<file path="src/rtl/prio_pkg.sv">
// Shared types and helpers for the sequential priority request server.
package prio_pkg;

    typedef enum logic {
        PRIO_IDLE  = 1'b0,
        PRIO_SERVE = 1'b1
    } prio_state_e;

    // Helpers take a 64-bit vector so any WIDTH up to 64 can zero-extend into them.
    localparam int PRIO_MAX_WIDTH = 64;

    function automatic logic [5:0] prio_msb_idx(input logic [PRIO_MAX_WIDTH-1:0] vec);
        logic [5:0] r;
        r = '0;
        for (int i = 0; i < PRIO_MAX_WIDTH; i++) begin
            if (vec[i]) r = 6'(i);
        end
        return r;
    endfunction

    function automatic logic prio_is_onehot(input logic [PRIO_MAX_WIDTH-1:0] vec);
        int cnt;
        cnt = 0;
        for (int i = 0; i < PRIO_MAX_WIDTH; i++) begin
            if (vec[i]) cnt++;
        end
        return (cnt == 1);
    endfunction

endpackage

</file>
<file path="src/rtl/prio_enc_msb.sv">
// Combinational MSB-first priority encoder: index, one-hot grant and any-set flag.
module prio_enc_msb
    import prio_pkg::*;
#(
    parameter int WIDTH = 8,
    parameter int IDXW  = $clog2(WIDTH)
) (
    input  logic [WIDTH-1:0] vec,
    output logic [IDXW-1:0]  idx,
    output logic [WIDTH-1:0] grant,
    output logic             any_set
);

    always_comb begin
        any_set = |vec;
        idx     = IDXW'(prio_msb_idx(64'(vec)));
        grant   = any_set ? (WIDTH'(1) << idx) : '0;
    end

endmodule

</file>
<file path="src/rtl/prio_req_server.sv">
// Latches a request vector and serves its set bits MSB-first, one per output handshake.
// Optional sticky zero-vector flag via `define PRIO_ZERO_ERR_EN.
module prio_req_server
    import prio_pkg::*;
#(
    parameter int WIDTH = 8,
    parameter int IDXW  = $clog2(WIDTH)
) (
    input  logic             clk,
    input  logic             rst,
    input  logic             in_valid,
    output logic             in_ready,
    input  logic [WIDTH-1:0] in_req,
    output logic             out_valid,
    input  logic             out_ready,
    output logic [IDXW-1:0]  out_idx,
    output logic             out_last,
    output logic             busy
`ifdef PRIO_ZERO_ERR_EN
    ,
    output logic             zero_err
`endif
);

    localparam logic [0:0] ST_IDLE  = PRIO_IDLE;
    localparam logic [0:0] ST_SERVE = PRIO_SERVE;

    logic [0:0]       state;
    logic [WIDTH-1:0] pending;
    logic [WIDTH-1:0] grant;
    logic             any_set;
    logic             in_fire;
    logic             out_fire;

    prio_enc_msb #(.WIDTH(WIDTH), .IDXW(IDXW)) u_enc (
        .vec     (pending),
        .idx     (out_idx),
        .grant   (grant),
        .any_set (any_set)
    );

    // Handshakes: a transfer happens on a rising edge where valid and ready are both high;
    // valid never depends on ready, and in_ready only looks ahead to a completing last index.
    always_comb begin
        out_valid = (state == ST_SERVE);
        busy      = any_set;
        out_last  = (state == ST_SERVE) && prio_is_onehot(64'(pending));
        in_ready  = (state == ST_IDLE) || ((state == ST_SERVE) && out_last && out_ready);
        in_fire   = in_valid && in_ready;
        out_fire  = out_valid && out_ready;
    end

    always_ff @(posedge clk) begin
        if (rst) begin
            state   <= ST_IDLE;
            pending <= '0;
        end else begin
            if (out_fire) begin
                if (out_last) begin
                    state   <= ST_IDLE;
                    pending <= '0;
                end else begin
                    pending <= pending & ~grant;
                end
            end
            // A new vector overrides the retirement of the last index in the same cycle.
            if (in_fire) begin
                if (in_req != '0) begin
                    state   <= ST_SERVE;
                    pending <= in_req;
                end else begin
                    state   <= ST_IDLE;
                    pending <= '0;
                end
            end
        end
    end

`ifdef PRIO_ZERO_ERR_EN
    always_ff @(posedge clk) begin
        if (rst) begin
            zero_err <= 1'b0;
        end else if (in_fire && (in_req == '0)) begin
            zero_err <= 1'b1;
`ifndef SYNTHESIS
            $error("prio_req_server: all-zero request vector accepted");
`endif
        end
    end
`endif

endmodule

</file>
<file path="config.mk">
export PLATFORM = sky130hd
export DESIGN_NAME = prio_req_server
export DESIGN_NICKNAME = d
export VERILOG_FILES = /design/src/rtl/prio_pkg.sv /design/src/rtl/prio_enc_msb.sv /design/src/rtl/prio_req_server.sv
export SDC_FILE = /design/constraint.sdc
export NUM_CORES = 1
export LEC_CHECK = 0
export CELL_PAD_IN_SITES_DETAIL_PLACEMENT = 0
export CELL_PAD_IN_SITES_GLOBAL_PLACEMENT = 1
export CORE_MARGIN = 2
export CORE_UTILIZATION = 41
export CTS_BUF_LIST = sky130_fd_sc_hd__clkbuf_8
export DETAILED_ROUTE_END_ITERATION = 12
export PLACE_DENSITY_LB_ADDON = 0.1
export SYNTH_ARGS = -nofsm -noshare
export SYNTH_HDL_FRONTEND = slang
export SYNTH_SLANG_ARGS = --single-unit
export TNS_END_PERCENT = 5
</file>
<file path="constraint.sdc">
create_clock -name clk -period 7.7 [get_ports clk]
set_clock_uncertainty 0.15 [all_clocks]
set_input_delay 1.54 -clock clk [delete_from_list [all_inputs] [get_ports clk]]
set_output_delay 1.54 -clock clk [all_outputs]
set_load 0.02 [all_outputs]
</file>
==> impl_metrics.toml <==
[synthesis]
ys_ff_latch = 9
synth_edf_count = 0
synth.distinct_cells = 49
async_flop_share_pct = 0
synth_nets = 165
netlist_instances = 145
syn_area_per_cell_um2 = 8.215
synthFlopType = "dfxtp_1"
synth-warning-count = 0
ys_seq_area_share_pct = 15.13
synth_area_mm2 = 0.001191

[timing]
fin_hold_ws_ps = 420.2
tightest_slew_ps = 508.5
setup-violations-final = 0
period_share_pct = 93.17
setup_ws_ps = 525.9
tns_ps = 0
rsz0062_at_grt = "false"
fmax_mhz = 139.4
slew_headroom_pct = 65.67
hold_violations = 0
finalMaxSlewViolations = 0
fin_crit_ps = 7174

[setup_path]
crit_buf_inv = 5
slowest_stage = "clkdlybuf4s50_1"
worst-path-max-fanout = 7
cp_data_arrival_time_ps = 5480
crit_family = "adder cells"
critical_path.startpoint_type = "register"
worst_ep_required_time_ps = 6010
critical-path-max-stage-delay_ps = 600
end_kind = "output port"
worst_path_most_repeated_cell = "ha_1"
critical_path_class = "reg2out"

[outcome]
status = "finished, final reports clean"

[flow_run]
cap_violations = 0

[floorplanning]
coreArea_mm2 = 0.002758
rows = 19
die_h_um = 57.90
start_util_pct = 43.19
io_pins = 19
die_w_um = 57.90
dieArea_mm2 = 0.003352

[power_and_ir_drop]
p_comb_share_pct = 52.8
p_switching_uw = 96.70
power.density_mw_per_mm2 = 173.1
internal_power_uw = 145.9
seqPwrFrac_pct = 25.2
finalPower_uw = 242.6
clockPowerShare_pct = 22.0
cellLeakagePower_uw = 0.0005548
switching_share_pct = 39.86
vdd_drop_max_mv = 0.1264

[drt]
final_antenna_net_count = 0
routed_wl_um = 2771
drcViolationCount = 0
vias = 1110
dr.pass1.iters = 4
wl_per_cell_um = 14.58
initialDrtViolationCount = 65
viasPerCell = 5.842

[cts]
cts-root-buf = "clkbuf_8"
cts_hold_buf = 0
htree_levels = 1
clkTransAtPathRegs_ps = 40
cts_made_buffers = 3
clkLatencyLatePin_ps = 230
cts.repair.resized = 0
clock-sinks = 9
cts_tree = "yes"
cts.path.max_buffers = 2
cts_setup_buffers = 0

[global_route]
grt_start_max_net_pins = 14
grt_overflow = 0
grt_pass1_vias = 1143
antenna_found_initial = 0
grt_pass1_wl_um = 4940
track_usage_pct = 18.87

[placed_design]
gp_congestion = 0.7840
portBuffers = 18
hpwl_um = 2188
placed_cells_incl_taps = 186
dp_worst_setup_slack_ps = 662.5

[finish]
diodes = 0
fillers = 271
fin_nets = 180
area_growth_pct = 17.65
layout-drive-gt1-share_pct = 11.32
fin_cells = 190

[min_path]
hold_path.class = "reg2reg"
cells by family (layout without fill, tap and decap cells):
group / Yosys count / count (layout) / share of synthesized area [%]
flops: 9 / 9 / 15.13
compound gates: 41 / 41 / 25.53
xor+xnor: 10 / 10 / 13.55
buf+inv: 18 / 32 / 7.878
simple gates: 54 / 54 / 24.37
fa+ha+maj: 8 / 8 / 8.404
mux: 5 / 5 / 5.147
state kept, by name (all words and copies together), names as in the netlist:
register / cells
out_valid: 1
pending: 8
tightest hold or removal path: cells and delay by family (launching register included):
kind | cells | cell delay (ps)
flops | 1 | 320
compound gates | 1 | 80
simple gates | 1 | 120
power groups by stage:
| stage | logic, uW | registers (uW) | clock network, uW |
|---|---|---|---|
| 3_5_place_dp | 128 | 61.9 | 0 |
| 2_1_floorplan | 101 | 53.6 | 0 |
| 3_3_place_gp | 126 | 61.9 | 0 |
| 5_1_grt | 145 | 62.3 | 57.2 |
| 4_1_cts | 129 | 60.9 | 55.2 |
| 6_report | 128 | 61.2 | 53.3 |
synthesized netlist by cell type (3+ instances only):
| library cell | instances | share of area (%) |
|---|---|---|
| o311ai_0 | 3 | 2.2 |
| ha_1 | 8 | 8.4 |
| dfxtp_1 | 9 | 15 |
| a311oi_1 | 3 | 2.2 |
| a21oi_1 | 8 | 3.4 |
| nor3_1 | 3 | 1.3 |
| nand2_1 | 21 | 6.6 |
| nand2b_1 | 3 | 1.6 |
| o21ai_0 | 8 | 3.4 |
| xnor2_1 | 4 | 2.9 |
| buf_4 | 4 | 2.5 |
| buf_2 | 3 | 1.3 |
| nand3_1 | 4 | 1.7 |
| nor2b_1 | 3 | 1.6 |
| o31ai_1 | 3 | 1.9 |
| inv_1 | 10 | 3.2 |
| nor2_1 | 6 | 1.9 |
layout make-up:
cell class	count	area [um2]	share of cell area, %
inverters	10	37.54	2.679
flip-flops and latches	9	180.2	12.86
well taps	31	38.79	2.768
multi-input cells	118	917.1	65.45
clock inverters	1	3.754	0.2679
clock buffers	3	41.29	2.946
repair buffers	18	182.7	13.04
layer usage:
metal / GRT usage (%) / vias to the layer above / wire length (um)
met5: 0 / - / 0
met4: 7.973 / 0 / 45
met3: 1.563 / 5 / 94
met2: 32.95 / 31 / 1341
met1: 23.73 / 515 / 1288
li1: - / 559 / -
cells in the final DEF, fill, tap and decap left out, types with 2 or more instances in the layout:
master	instances
a21oi_1	8
or4_1	2
clkdlybuf4s50_1	17
a22oi_2	2
a32o_1	2
o2111ai_1	2
mux2_4	2
xnor2_1	4
a311oi_1	3
nand2_1	21
o21ai_0	8
a21o_1	2
nor2b_1	3
dfxtp_1	9
nand3_1	4
and2_1	2
mux2i_1	2
nand2b_1	3
o311ai_0	3
ha_1	8
clkbuf_8	3
nand3b_1	2
o31ai_1	3
nor3_1	3
xor3_2	2
nor2_1	6
inv_1	11
metrics by stage:
| step | utilization [%] | instance area (um2) |
|---|---|---|
| 6_report | 50.82 | 1401 |
| 2_1_floorplan | - | 1191 |
| 5_1_grt | 50.82 | 1401 |
| 4_1_cts | 50.73 | 1399 |
| 3_3_place_gp | 49.09 | 1354 |
| 3_5_place_dp | 49.09 | 1354 |
final timing paths:
path | slack (ps) | endpoint | startpoint | depth (start not counted)
setup / recovery | 530 | out_last | pending[0] | 25
hold reg to reg | 420 | pending[1] | pending[1] | 2
setup reg to reg | 2460 | pending[3] | pending[0] | 25
hold / removal | 420 | pending[1] | pending[1] | 2
Note: power is estimated with default switching activity, not from simulation.
